===== src/rtl/move_controller_pkg.sv =====
// Shared game constants for the tile map, direction encoding and the move sequencer states.
package move_controller_pkg;

  localparam int MAP_WIDTH_DEF  = 16;
  localparam int MAP_HEIGHT_DEF = 12;

  localparam int POS_W  = 4;
  localparam int ADDR_W = 8;
  localparam int TILE_W = 4;
  localparam int DIR_W  = 4;

  localparam int DIR_LEFT  = 0;
  localparam int DIR_DOWN  = 1;
  localparam int DIR_UP    = 2;
  localparam int DIR_RIGHT = 3;

  localparam logic [TILE_W-1:0] TILE_FLOOR = 4'd0;
  localparam logic [TILE_W-1:0] TILE_WALL  = 4'd1;

  typedef enum logic [1:0] {
    ST_IDLE     = 2'd0,
    ST_CHECK    = 2'd1,
    ST_TILE     = 2'd2,
    ST_COOLDOWN = 2'd3
  } state_t;

  function automatic logic is_onehot(input logic [DIR_W-1:0] v);
    return (v != '0) && ((v & (v - DIR_W'(1))) == '0);
  endfunction

endpackage


===== src/rtl/move_controller_bound.sv =====
// Bound check for one step: decides whether the direction is a legal single step
// from the current position and produces the target coordinate when it is.
module check_bound
  import move_controller_pkg::*;
#(
  parameter int MAP_WIDTH  = MAP_WIDTH_DEF,
  parameter int MAP_HEIGHT = MAP_HEIGHT_DEF
) (
  input  logic [POS_W-1:0] i_pos_x,
  input  logic [POS_W-1:0] i_pos_y,
  input  logic [DIR_W-1:0] i_move,
  output logic             o_ok,
  output logic [POS_W-1:0] o_tgt_x,
  output logic [POS_W-1:0] o_tgt_y
);

  logic [DIR_W-1:0] w_allow;

  assign w_allow[DIR_LEFT]  = (i_pos_x != '0);
  assign w_allow[DIR_RIGHT] = (i_pos_x < POS_W'(MAP_WIDTH - 1));
  assign w_allow[DIR_UP]    = (i_pos_y != '0);
  assign w_allow[DIR_DOWN]  = (i_pos_y < POS_W'(MAP_HEIGHT - 1));

  assign o_ok = is_onehot(i_move) && ((w_allow & i_move) != '0);

  // Target only moves when the step is legal, so the 4-bit arithmetic never wraps.
  always_comb begin
    o_tgt_x = i_pos_x;
    o_tgt_y = i_pos_y;
    if (o_ok) begin
      if (i_move[DIR_LEFT])       o_tgt_x = i_pos_x - POS_W'(1);
      else if (i_move[DIR_RIGHT]) o_tgt_x = i_pos_x + POS_W'(1);
      else if (i_move[DIR_UP])    o_tgt_y = i_pos_y - POS_W'(1);
      else                        o_tgt_y = i_pos_y + POS_W'(1);
    end
  end

endmodule


===== src/rtl/move_controller.sv =====
// Player move sequencer: accept a direction, bound-check it, read the target tile,
// commit or reject the step with a one-cycle pulse, then hold off for a cooldown.
module move_controller
  import move_controller_pkg::*;
#(
  parameter int                MAP_WIDTH       = MAP_WIDTH_DEF,
  parameter int                MAP_HEIGHT      = MAP_HEIGHT_DEF,
  parameter int                START_X         = 0,
  parameter int                START_Y         = 0,
  parameter int                COOLDOWN_CYCLES = 4,
  parameter logic [TILE_W-1:0] WALL_TILE       = TILE_WALL
) (
  input  logic              clk,
  input  logic              rst,
  input  logic [DIR_W-1:0]  move,
  input  logic              move_valid,
  output logic              move_ready,
  output logic              tile_rd_en,
  output logic [ADDR_W-1:0] tile_addr,
  input  logic [TILE_W-1:0] tile_data,
  output logic [POS_W-1:0]  pos_x,
  output logic [POS_W-1:0]  pos_y,
  output logic              moved,
  output logic              blocked
);

  localparam int CNT_W = (COOLDOWN_CYCLES > 0) ? $clog2(COOLDOWN_CYCLES + 1) : 1;
  localparam logic [CNT_W-1:0] CNT_LOAD =
    (COOLDOWN_CYCLES > 0) ? CNT_W'(COOLDOWN_CYCLES - 1) : '0;

  state_t            r_state;
  state_t            w_next;
  logic [DIR_W-1:0]  r_move;
  logic              r_ok;
  logic [POS_W-1:0]  r_tgt_x;
  logic [POS_W-1:0]  r_tgt_y;
  logic [ADDR_W-1:0] r_addr;
  logic [POS_W-1:0]  r_pos_x;
  logic [POS_W-1:0]  r_pos_y;
  logic              r_moved;
  logic              r_blocked;
  logic [CNT_W-1:0]  r_cnt;

  logic              w_ok;
  logic [POS_W-1:0]  w_tgt_x;
  logic [POS_W-1:0]  w_tgt_y;
  logic [ADDR_W-1:0] w_addr;
  logic              w_result;

  check_bound #(
    .MAP_WIDTH  (MAP_WIDTH),
    .MAP_HEIGHT (MAP_HEIGHT)
  ) u_bound (
    .i_pos_x (r_pos_x),
    .i_pos_y (r_pos_y),
    .i_move  (r_move),
    .o_ok    (w_ok),
    .o_tgt_x (w_tgt_x),
    .o_tgt_y (w_tgt_y)
  );

  assign w_addr   = ADDR_W'(w_tgt_y) * ADDR_W'(MAP_WIDTH) + ADDR_W'(w_tgt_x);
  assign w_result = r_ok && (tile_data != WALL_TILE);

  assign pos_x   = r_pos_x;
  assign pos_y   = r_pos_y;
  assign moved   = r_moved;
  assign blocked = r_blocked;

  always_comb begin
    w_next     = r_state;
    move_ready = 1'b0;
    tile_rd_en = 1'b0;
    tile_addr  = r_addr;
    unique case (r_state)
      ST_IDLE: begin
        move_ready = 1'b1;
        if (move_valid) w_next = ST_CHECK;
      end
      ST_CHECK: begin
        if (w_ok) begin
          tile_rd_en = 1'b1;
          tile_addr  = w_addr;
        end
        w_next = ST_TILE;
      end
      ST_TILE: begin
        w_next = (COOLDOWN_CYCLES > 0) ? ST_COOLDOWN : ST_IDLE;
      end
      ST_COOLDOWN: begin
        if (r_cnt == '0) w_next = ST_IDLE;
      end
      default: w_next = ST_IDLE;
    endcase
  end

  // The RAM answers one cycle after the read strobe, so the wall test happens in TILE.
  always_ff @(posedge clk) begin
    if (rst) begin
      r_state   <= ST_IDLE;
      r_move    <= '0;
      r_ok      <= 1'b0;
      r_tgt_x   <= POS_W'(START_X);
      r_tgt_y   <= POS_W'(START_Y);
      r_addr    <= '0;
      r_pos_x   <= POS_W'(START_X);
      r_pos_y   <= POS_W'(START_Y);
      r_moved   <= 1'b0;
      r_blocked <= 1'b0;
      r_cnt     <= '0;
    end else begin
      r_state   <= w_next;
      r_moved   <= 1'b0;
      r_blocked <= 1'b0;
      unique case (r_state)
        ST_IDLE: begin
          if (move_valid) r_move <= move;
        end
        ST_CHECK: begin
          r_ok    <= w_ok;
          r_tgt_x <= w_tgt_x;
          r_tgt_y <= w_tgt_y;
          if (w_ok) r_addr <= w_addr;
        end
        ST_TILE: begin
          if (w_result) begin
            r_pos_x <= r_tgt_x;
            r_pos_y <= r_tgt_y;
          end
          r_moved   <= w_result;
          r_blocked <= ~w_result;
          r_cnt     <= CNT_LOAD;
        end
        ST_COOLDOWN: begin
          if (r_cnt != '0) r_cnt <= r_cnt - CNT_W'(1);
        end
        default: ;
      endcase
    end
  end

endmodule


===== config.mk =====
export PLATFORM = sky130hd
export DESIGN_NAME = move_controller
export DESIGN_NICKNAME = d
export VERILOG_FILES = /design/src/rtl/move_controller_pkg.sv /design/src/rtl/move_controller_bound.sv /design/src/rtl/move_controller.sv
export SDC_FILE = /design/constraint.sdc
export NUM_CORES = 1
export LEC_CHECK = 0
export BUFFER_PORTS_ARGS = -buffer_cell sky130_fd_sc_hd__buf_2
export CAP_MARGIN = 20
export CORE_UTILIZATION = 35
export DETAILED_ROUTE_END_ITERATION = 10
export PLACE_DENSITY = 0.65
export SYNTH_ARGS = -nofsm -noshare
export SYNTH_HDL_FRONTEND = slang
export SYNTH_HIERARCHICAL = 1
export SYNTH_SLANG_ARGS = --single-unit

===== constraint.sdc =====
create_clock -name clk -period 3.9 [get_ports clk]
set_input_delay 0.195 -clock clk [delete_from_list [all_inputs] [get_ports clk]]
set_output_delay 0.195 -clock clk [all_outputs]
set_load 0.05 [all_outputs]

==> results of run 1 <==
## state kept, by name, summed over array words and instances, names as in the netlist
name     cells
r_move       4
r_tgt_x      4
r_ok         1
moved        1
blocked      1
r_tgt_y      4
r_cnt        3
pos_y        4
r_state      2
r_addr       8
pos_x        4
## layout make-up
class | count | share of cell area [%]
multi-input combinational | 144 | 49.3
sequential | 36 | 33.1
timing repair buffer | 30 | 6.90
clock buffer | 7 | 4.43
tap | 70 | 4.02
inverter | 13 | 2.24
## through the flow
step / cells / cell area (um2) / power, W / hold slack [ns]
4_1_cts: 300 / 2180 / 0.00104 / 0.145
5_1_grt: 300 / 2180 / 0.00110 / 0.150
2_1_floorplan: 200 / 1880 / 0.000688 / 0.342
3_3_place_gp: 293 / 2080 / 0.000745 / 0.450
6_report: 300 / 2180 / 0.00103 / 0.156
3_5_place_dp: 293 / 2080 / 0.000750 / 0.449
## logic make-up after synthesis
kind of cell / after synthesis
AO/OA/AOI/OAI: 26
flip-flops: 36
AND/OR/NAND/NOR: 73
buffers and inverters: 20
multiplexers: 25
XOR/XNOR: 9
adder cells (fa/ha/maj): 11
## power breakdown
part | internal, W | leakage (nW) | switching, W
Sequential | 0.000399 | 0.291 | 0.0000308
Combinational | 0.000125 | 0.599 | 0.000192
Clock | 0.000157 | 0.0503 | 0.000129
Total | 0.000681 | 0.941 | 0.000351
## worst max-delay path: stages (launching register included)
cell and delay (ns):
dfxtp_1 0.47, inv_1 0.08, ha_1 0.20, nor4b_1 0.14, nor3_1 0.30, o21a_1 0.27
mux2_2 0.37, mux2_1 0.29, buf_2 0.21
## per-layer routing
layer  wire length (um)  vias to the layer above
met3                161                        7
met1               1800                      658
met4                 62                        0
li1                   -                      733
met2               1670                       31
met5                  0                        -
## how the worst min path moves through the flow
stage,start,to,slack (ns),depth (start not counted)
after CTS,move[0],r_move[0]$_SDFFE_PP0P_,0.14,3
final,move[0],r_move[0]$_SDFFE_PP0P_,0.16,3
after floorplan,move[0],r_move[0]$_SDFFE_PP0P_,0.34,2
after global routing,move[0],r_move[0]$_SDFFE_PP0P_,0.15,3
after detailed placement,r_ok$_SDFFE_PP0N_,blocked$_SDFF_PP0_,0.45,1
after global placement,r_ok$_SDFFE_PP0N_,blocked$_SDFF_PP0_,0.45,1
## cell usage after synthesis, types with 2 or more instances
library cell  number
dfxtp_1           36
nand2b_1          21
mux2i_1           16
nor2_1            14
inv_1             13
a21oi_1           11
nor2b_1           11
ha_1              10
nand2_1            9
mux2_1             8
xnor2_1            7
nand3_1            5
nor3_1             5
a21o_1             4
clkbuf_1           4
a31oi_1            2
nor3b_1            2
nor4b_1            2
xor2_1             2
==> flow_metrics.tcl, run 1 <==
set metrics [dict create \
    outcome "completed" \
    fill_cells 542 \
    synth-simple-area-share_pct 21.6 \
    synth_compound_area_share_pct 9.65 \
    layout_common_cells "36 x dfxtp_1, 30 x buf_2, 21 x nand2b_1" \
    global_route.usage.met2_pct 23.1 \
    synth_top_family_by_area "simple AND/OR/NAND/NOR gates" \
    use_met3_pct 4.28 \
    rsz0062_at_grt "no" \
    yosysSeqAreaShare_pct 38.3 \
    synth.top_cells.by_area "dfxtp_1 38%, mux2i_1 8.5%, nand2b_1 7.0%" \
    clock_sinks 36 \
    ant_nets 0 \
    worstPathArrival_ns 2.62 \
    drtIter0Drc 39 \
    die-area_mm2 0.00567 \
    drc 0 \
    dr.pass1.iters 4 \
    final_common_cell "dfxtp_1" \
    synth_edf_count 0 \
    tritoncts "yes" \
    routed_wl_mm 3.69 \
    startpoint_type "flip-flop" \
    slew_violations 0 \
    worstReg2RegStart "pos_x[1]$_SDFFE_PP0P_" \
    cts_buffers 5 \
    grt_pass1_wl_mm 5.95 \
    skew_ns 0.00414 \
    end_kind "output port" \
    post-route-period-util_pct 72.1 \
    path_class "flip-flop to output port" \
    power.density_mw_per_mm2 474 \
    die_width_um 75.3 \
    track_usage_pct 14.3 \
    regArea_um2 721 \
    p_leak_nw 0.941 \
    place_ws_ns 1.39 \
    htreeDepth 2 \
    syn_area_mm2 0.00188 \
    setup_viol 0 \
    finalSetupTns_ns 0 \
    cts_buffer_depth 2 \
    synthMuxAreaShare_pct 13.9 \
    ys_seq_elements 36 \
    grtUsageMet1_pct 17.7 \
    postSynthAreaPerCell_um2 9.40 \
    overflow 0 \
    r2r_cells 8 \
    multi_input_area_mm2 0.00107 \
    yosysWarnings 6 \
    yosysTopAreaCell "dfxtp_1" \
    finalHoldViolCount 0 \
    gp_congestion 0.807 \
    grt_max_degree 45 \
    io_buffers 30 \
    ys_types 37 \
    synth_xor_area_share_pct 4.19 \
    max-cap-violations 0 \
    busiest_layer "met2" \
    synthCells 200 \
    vias 1429 \
    grt_antenna_before_repair 0 \
    cp.required_ns 3.70 \
    antenna_cells 0 \
    syn_nets 222 \
    yosys_most_used_dff "dfxtp_1" \
    root_buffer "clkbuf_8" \
    grt_pass1_vias 1256 \
    clock_latency_ns 0.29 \
    hp-class "input pin to flip-flop" \
    cp-startpoint "pos_x[1]$_SDFFE_PP0P_" \
    syn_to_final_growth_pct 15.8 \
    hpwl_mm 2.46 \
    nets 252 \
    core-area_mm2 0.00514 \
    clock.fmax_mhz 356 \
    slew_headroom_pct 53.1 \
    worst-path-max-fanout 8 \
    fin_util_pct 42.4 \
    hold_buffers 0 \
    vias_per_cell 4.76 \
    tightestPinTransition_ns 0.703 \
    r2r-end "r_addr[6]$_SDFF_PP0_" \
    fin_ws_ns 1.09 \
    initial_core_util_pct 36.6 \
    clkTransAtPathRegs_ns 0.07 \
    synth-adder-area-share_pct 7.72 \
    max-vdd-ir-drop_mv 0.465 \
    crit_path_end "tile_addr[6]" \
    cts_setup_buffers 0 \
    synth_top_area_share_pct 38.3 \
    wl_per_cell_um 12.3 \
    drive_above_1_share_pct 18.7 \
    rrSetupSlack_ns 1.52 \
    fin_crit_ns 2.81 \
    cts_resized 0 \
    die_h_um 75.3 \
    synthArstFlopShare_pct 0 \
    row_count 26 \
    ios 31 \
]
Note: power is estimated with default switching activity, not from simulation.
==> run 2: changes to the inputs <==
--- a/config.mk
+++ b/config.mk
@@ -5,11 +5,12 @@
 export SDC_FILE = /design/constraint.sdc
 export NUM_CORES = 1
 export LEC_CHECK = 0
+export ABC_AREA = 1
 export BUFFER_PORTS_ARGS = -buffer_cell sky130_fd_sc_hd__buf_2
 export CAP_MARGIN = 20
 export CORE_UTILIZATION = 35
 export DETAILED_ROUTE_END_ITERATION = 10
-export PLACE_DENSITY = 0.65
+export PLACE_DENSITY = 0.66
 export SYNTH_ARGS = -nofsm -noshare
 export SYNTH_HDL_FRONTEND = slang
 export SYNTH_HIERARCHICAL = 1
==> constraint.sdc (replaced) <==
create_clock -name clk -period 2.56 [get_ports clk]
set_input_delay 0.128 -clock clk [delete_from_list [all_inputs] [get_ports clk]]
set_output_delay 0.128 -clock clk [all_outputs]
set_load 0.05 [all_outputs]
==> flow_metrics.tcl, run 2 <==
set metrics [dict create \
    io_buffers 30 \
    ys_types 29 \
    synthArstFlopShare_pct 0 \
    htreeDepth 2 \
    yosysSeqAreaShare_pct 33.0 \
    die-area_mm2 0.00655 \
    end_kind "output port" \
    track_usage_pct 15.3 \
    synth_common_cells "74 x nand2_1, 48 x inv_1, 36 x dfxtp_1" \
    largest_register_ffs 8 \
    clkTransAtPathRegs_ns 0.07 \
    tightestPinTransition_ns 0.503 \
    cts_buffers 5 \
    vias_per_cell 4.60 \
    fin_crit_ns 2.33 \
    power.density_mw_per_mm2 795 \
    synth.top_cells.by_area "dfxtp_1 33%, nand2_1 13%, inv_1 8.3%" \
    clock_latency_ns 0.29 \
    die_h_um 80.9 \
    fin_ws_ns 0.233 \
    cts_resized 0 \
    place_ws_ns 0.515 \
    cts_buffer_depth 2 \
    grt_max_degree 26 \
    layout_common_cells "74 x nand2_1, 48 x inv_1, 36 x dfxtp_1" \
    rsz0062_at_grt "no" \
    yosys_most_used_dff "dfxtp_1" \
    drive_above_1_share_pct 23.0 \
    synthCells 311 \
    hpwl_mm 3.35 \
    postSynthAreaPerCell_um2 7.01 \
    gp_congestion 0.821 \
    nets 364 \
    drc 0 \
    antenna_cells 0 \
    syn_to_final_growth_pct 13.0 \
    core-area_mm2 0.00596 \
    worst-path-max-fanout 10 \
    routed_wl_mm 4.54 \
    clock_sinks 36 \
    path_class "flip-flop to output port" \
    hold_buffers 0 \
    yosysWarnings 6 \
    synth_most_common_cell "nand2_1" \
    synth_edf_count 0 \
    skew_ns 0.0113 \
    cp.required_ns 2.43 \
    clock.fmax_mhz 430 \
    startpoint_type "flip-flop" \
    grt_antenna_before_repair 0 \
    drtIter0Drc 58 \
    finalHoldViolCount 0 \
    dr.pass1.iters 4 \
    grt_pass1_vias 1772 \
    grt_pass1_wl_mm 7.76 \
    ios 31 \
    worstPathArrival_ns 2.20 \
    die_width_um 80.9 \
    final_common_cell "nand2_1" \
    setup_viol 0 \
    outcome "completed" \
    root_buffer "clkbuf_8" \
    finalSetupTns_ns 0 \
    synth_top_area_share_pct 33.0 \
    ys_seq_elements 36 \
    syn_area_mm2 0.00218 \
    initial_core_util_pct 36.6 \
    max-vdd-ir-drop_mv 0.615 \
    tritoncts "yes" \
    power_w 0.00196 \
    yosysTopAreaCell "dfxtp_1" \
    wl_per_cell_um 10.9 \
    post-route-period-util_pct 90.9 \
    cts_setup_buffers 0 \
    overflow 0 \
    syn_nets 333 \
    slew_violations 0 \
    ant_nets 0 \
    max-cap-violations 0 \
    vias 1923 \
    row_count 28 \
    p_leak_nw 1.21 \
    largest_register "r_addr" \
    hp-class "input pin to flip-flop" \
    slew_headroom_pct 66.5 \
]
==> run 2: path summary, 6_finish.rpt <==
| kind | from | end | slack [ns] | depth (start not counted) |
|---|---|---|---|---|
| hold reg to reg | r_tgt_y[1]$_SDFFE_PP0N_ | r_tgt_y[1]$_SDFFE_PP0N_ | 0.46 | 2 |
| setup reg to reg | pos_x[0]$_SDFFE_PP0P_ | r_tgt_x[3]$_SDFFE_PP0N_ | 0.76 | 10 |
| hold / removal | move[1] | r_move[1]$_SDFFE_PP0P_ | 0.10 | 3 |
| setup / recovery | pos_x[0]$_SDFFE_PP0P_ | tile_addr[5] | 0.23 | 12 |
==> run 2: report_power, final <==
| part | internal [W] | switching [W] |
|---|---|---|
| clock | 0.000190 | 0.000212 |
| combinational | 0.000255 | 0.000556 |
| sequential | 0.000662 | 0.0000830 |
==> run 2: stage by stage <==
step / cells / instance area, um2 / hold WS, ns / utilization, %
after floorplan: 311 / 2180 / 0.197 / -
after global placement: 410 / 2380 / 0.383 / 39.9
after detailed placement: 410 / 2380 / 0.393 / 39.9
after CTS: 418 / 2460 / 0.0925 / 41.4
after global routing: 418 / 2460 / 0.120 / 41.4
final: 418 / 2460 / 0.101 / 41.4
==> run 2: layout make-up <==
type | count | area (um2)
multi-input cells | 211 | 1180
clock inverters | 3 | 18.8
clock buffers | 5 | 68.8
flip-flops and latches | 36 | 721
fillers | 633 | 3490
repair buffers | 32 | 165
well taps | 75 | 93.8
inverters | 56 | 220
==> run 2: logic make-up (layout without fill, tap and decap cells) <==
group	Yosys count	in the layout	synth area share, %
buf+inv	64	96	13.0
simple gates	144	144	31.3
compound gates	51	51	13.9
fa+ha+maj	11	11	6.66
flops	36	36	33.0
xor+xnor	5	5	2.01
==> run 2: worst max-delay path, cell delays in order (launching register included) <==
cell      delay (ns)
dfxtp_1         0.47
inv_2           0.10
ha_1            0.23
nand2_1         0.07
nand2_1         0.08
nand4_4         0.15
nand2_4         0.08
clkinv_4        0.09
nand2_4         0.11
inv_6           0.13
nand2_2         0.07
nand2_1         0.06
buf_2           0.25
==> run 2: per-layer routing <==
metal	track usage, %	share of wire, %
met5	0	0
met4	4.29	0.88
met3	4.27	4.5
met2	26.6	48
met1	18.2	47
==> run 3: changes to the inputs <==
--- a/config.mk
+++ b/config.mk
@@ -10,7 +10,7 @@
 export CAP_MARGIN = 20
 export CORE_UTILIZATION = 35
 export DETAILED_ROUTE_END_ITERATION = 10
-export PLACE_DENSITY = 0.66
+export PLACE_DENSITY = 0.64
 export SYNTH_ARGS = -nofsm -noshare
 export SYNTH_HDL_FRONTEND = slang
 export SYNTH_HIERARCHICAL = 1
==> constraint.sdc (replaced) <==
create_clock -name clk -period 2.3 [get_ports clk]
set_input_delay 0.115 -clock clk [delete_from_list [all_inputs] [get_ports clk]]
set_output_delay 0.115 -clock clk [all_outputs]
set_load 0.05 [all_outputs]
==> flow_metrics.tcl, run 3 (synthesis results as in run 2) <==
set metrics [dict create \
    outcome "completed" \
    slew_violations 0 \
    track_usage_pct 15.3 \
    worstPathArrival_ns 2.07 \
    tritoncts "yes" \
    overflow 0 \
    slew_headroom_pct 65.8 \
    clock_latency_ns 0.29 \
    grt_pass1_wl_mm 7.65 \
    hpwl_mm 3.38 \
    hold_ws_ns 0.0706 \
    grt_antenna_before_repair 0 \
    hold_path_depth 3 \
    root_buffer "clkbuf_8" \
    clock.fmax_mhz 457 \
    grt_max_degree 26 \
    drive_above_1_share_pct 25.1 \
    wl_per_cell_um 11.1 \
    vias 1947 \
    setup_viol 0 \
    placed_area_mm2 0.00237 \
    gp_congestion 0.849 \
    layout_common_cells "74 x nand2_1, 47 x inv_1, 33 x nor2_1" \
    drc 0 \
    syn_to_final_growth_pct 14.2 \
    cts_buffer_depth 2 \
    p_int_w 0.00124 \
    switchingPower_w 0.000962 \
    fill_cells 634 \
    io_buffers 30 \
    cp_slowest_cell "fa_1" \
    end_kind "output port" \
    startpoint_type "flip-flop" \
    clkTransAtPathRegs_ns 0.08 \
    cts_resized 0 \
    sw_frac_of_total_pct 43.7 \
    antenna_cells 0 \
    ios 31 \
    p_comb_share_pct 41.7 \
    die-area_mm2 0.00655 \
    htreeDepth 2 \
    largest_register "r_addr" \
    rrSetupSlack_ns 0.57 \
    cpPeakStageDelay_ns 0.44 \
    max-vdd-ir-drop_mv 0.551 \
    finalSetupTns_ns 0 \
    core-area_mm2 0.00596 \
    die_width_um 80.9 \
    nets 363 \
    tightestPinTransition_ns 0.513 \
    cts_buffers 5 \
    r2r_cells 11 \
    pwr-share-seq_pct 37.8 \
    grt_pass1_vias 1713 \
    final_common_cell "nand2_1" \
    finalHoldViolCount 0 \
    fin_crit_ns 2.19 \
    routed_wl_mm 4.65 \
    ant_nets 0 \
    post-route-period-util_pct 95.2 \
    final_area_mm2 0.00249 \
    hp-class "input pin to flip-flop" \
    max-cap-violations 0 \
    clock_sinks 36 \
    cts_setup_buffers 0 \
    initial_core_util_pct 36.6 \
    worst-path-max-fanout 7 \
    die_h_um 80.9 \
    p_leak_nw 1.19 \
    largest_register_ffs 8 \
    clock_power_share_pct 20.4 \
    path_class "flip-flop to output port" \
    power.density_mw_per_mm2 884 \
    drtIter0Drc 85 \
    cp.required_ns 2.18 \
    row_count 28 \
    skew_ns 0.00674 \
    dr.pass1.iters 4 \
    hold_buffers 0 \
    crit_chain "inv_1, fa_1, xor2_1, o21ai_1, nand2_2, nand2_1, buf_2" \
    vias_per_cell 4.67 \
]
[run 3: changes by cell type in the layout (fill, tap and decap cells not counted), moves of 2 or more]
cell / change
buf_2: -4
buf_4: +2
dfxtp_1: -6
dfxtp_2: +4
dfxtp_4: +2
[run 3: area by class of cell]
| type | count | area [um2] | area share [%] |
|---|---|---|---|
| clock buffers | 5 | 68.8 | 2.76 |
| clock inverters | 3 | 18.8 | 0.754 |
| inverters | 56 | 220 | 8.84 |
| multi-input cells | 211 | 1190 | 47.7 |
| flip-flops and latches | 36 | 733 | 29.4 |
| well taps | 75 | 93.8 | 3.77 |
| repair buffers | 31 | 168 | 6.73 |
[run 3: worst paths after layout]
path	start	to
worst max-delay path	pos_y[0]$_SDFFE_PP0P_	tile_addr[6]
worst min register to register	r_tgt_y[2]$_SDFFE_PP0N_	r_tgt_y[2]$_SDFFE_PP0N_
worst min-delay path	move[2]	r_move[2]$_SDFFE_PP0P_
worst max register to register	pos_x[0]$_SDFFE_PP0P_	r_tgt_x[3]$_SDFFE_PP0N_
[run 3: per-layer routing]
| metal | GRT usage, % | wire length [um] |
|---|---|---|
| met3 | 3.71 | 178 |
| met2 | 26.6 | 2250 |
| met5 | 0 | 0 |
| met4 | 6.43 | 89 |
| met1 | 17.8 | 2120 |
[run 3: power by group through the flow]
stage                     logic [W]  registers (W)  clock network [W]
after CTS                  0.000912       0.000832           0.000457
after global routing        0.00104       0.000850           0.000492
final                      0.000919       0.000833           0.000450
after detailed placement   0.000908       0.000846                  0
after global placement     0.000891       0.000843                  0
after floorplan            0.000775       0.000841                  0
[run 3: worst max-delay path: cells and delay by family, from the launching register on]
family | cells | cell delay (ns)
buffers and inverters | 2 | 0.35
xor gates and xnor gates | 1 | 0.16
AOI/OAI and AO/OA | 1 | 0.28
adders and majority gates | 1 | 0.44
DFF | 1 | 0.39
and+or+nand+nor | 2 | 0.17
[run 3: per-stage QoR]
step           std cells  setup slack (ns)  utilization, %  power, W
2_1_floorplan        311             0.147               -   0.00162
3_3_place_gp         409             0.370            39.8   0.00173
3_5_place_dp         409             0.329            39.8   0.00175
4_1_cts              417            0.0181            41.3   0.00220
5_1_grt              417          -0.00600            41.8   0.00239
6_report             417             0.111            41.8   0.00220
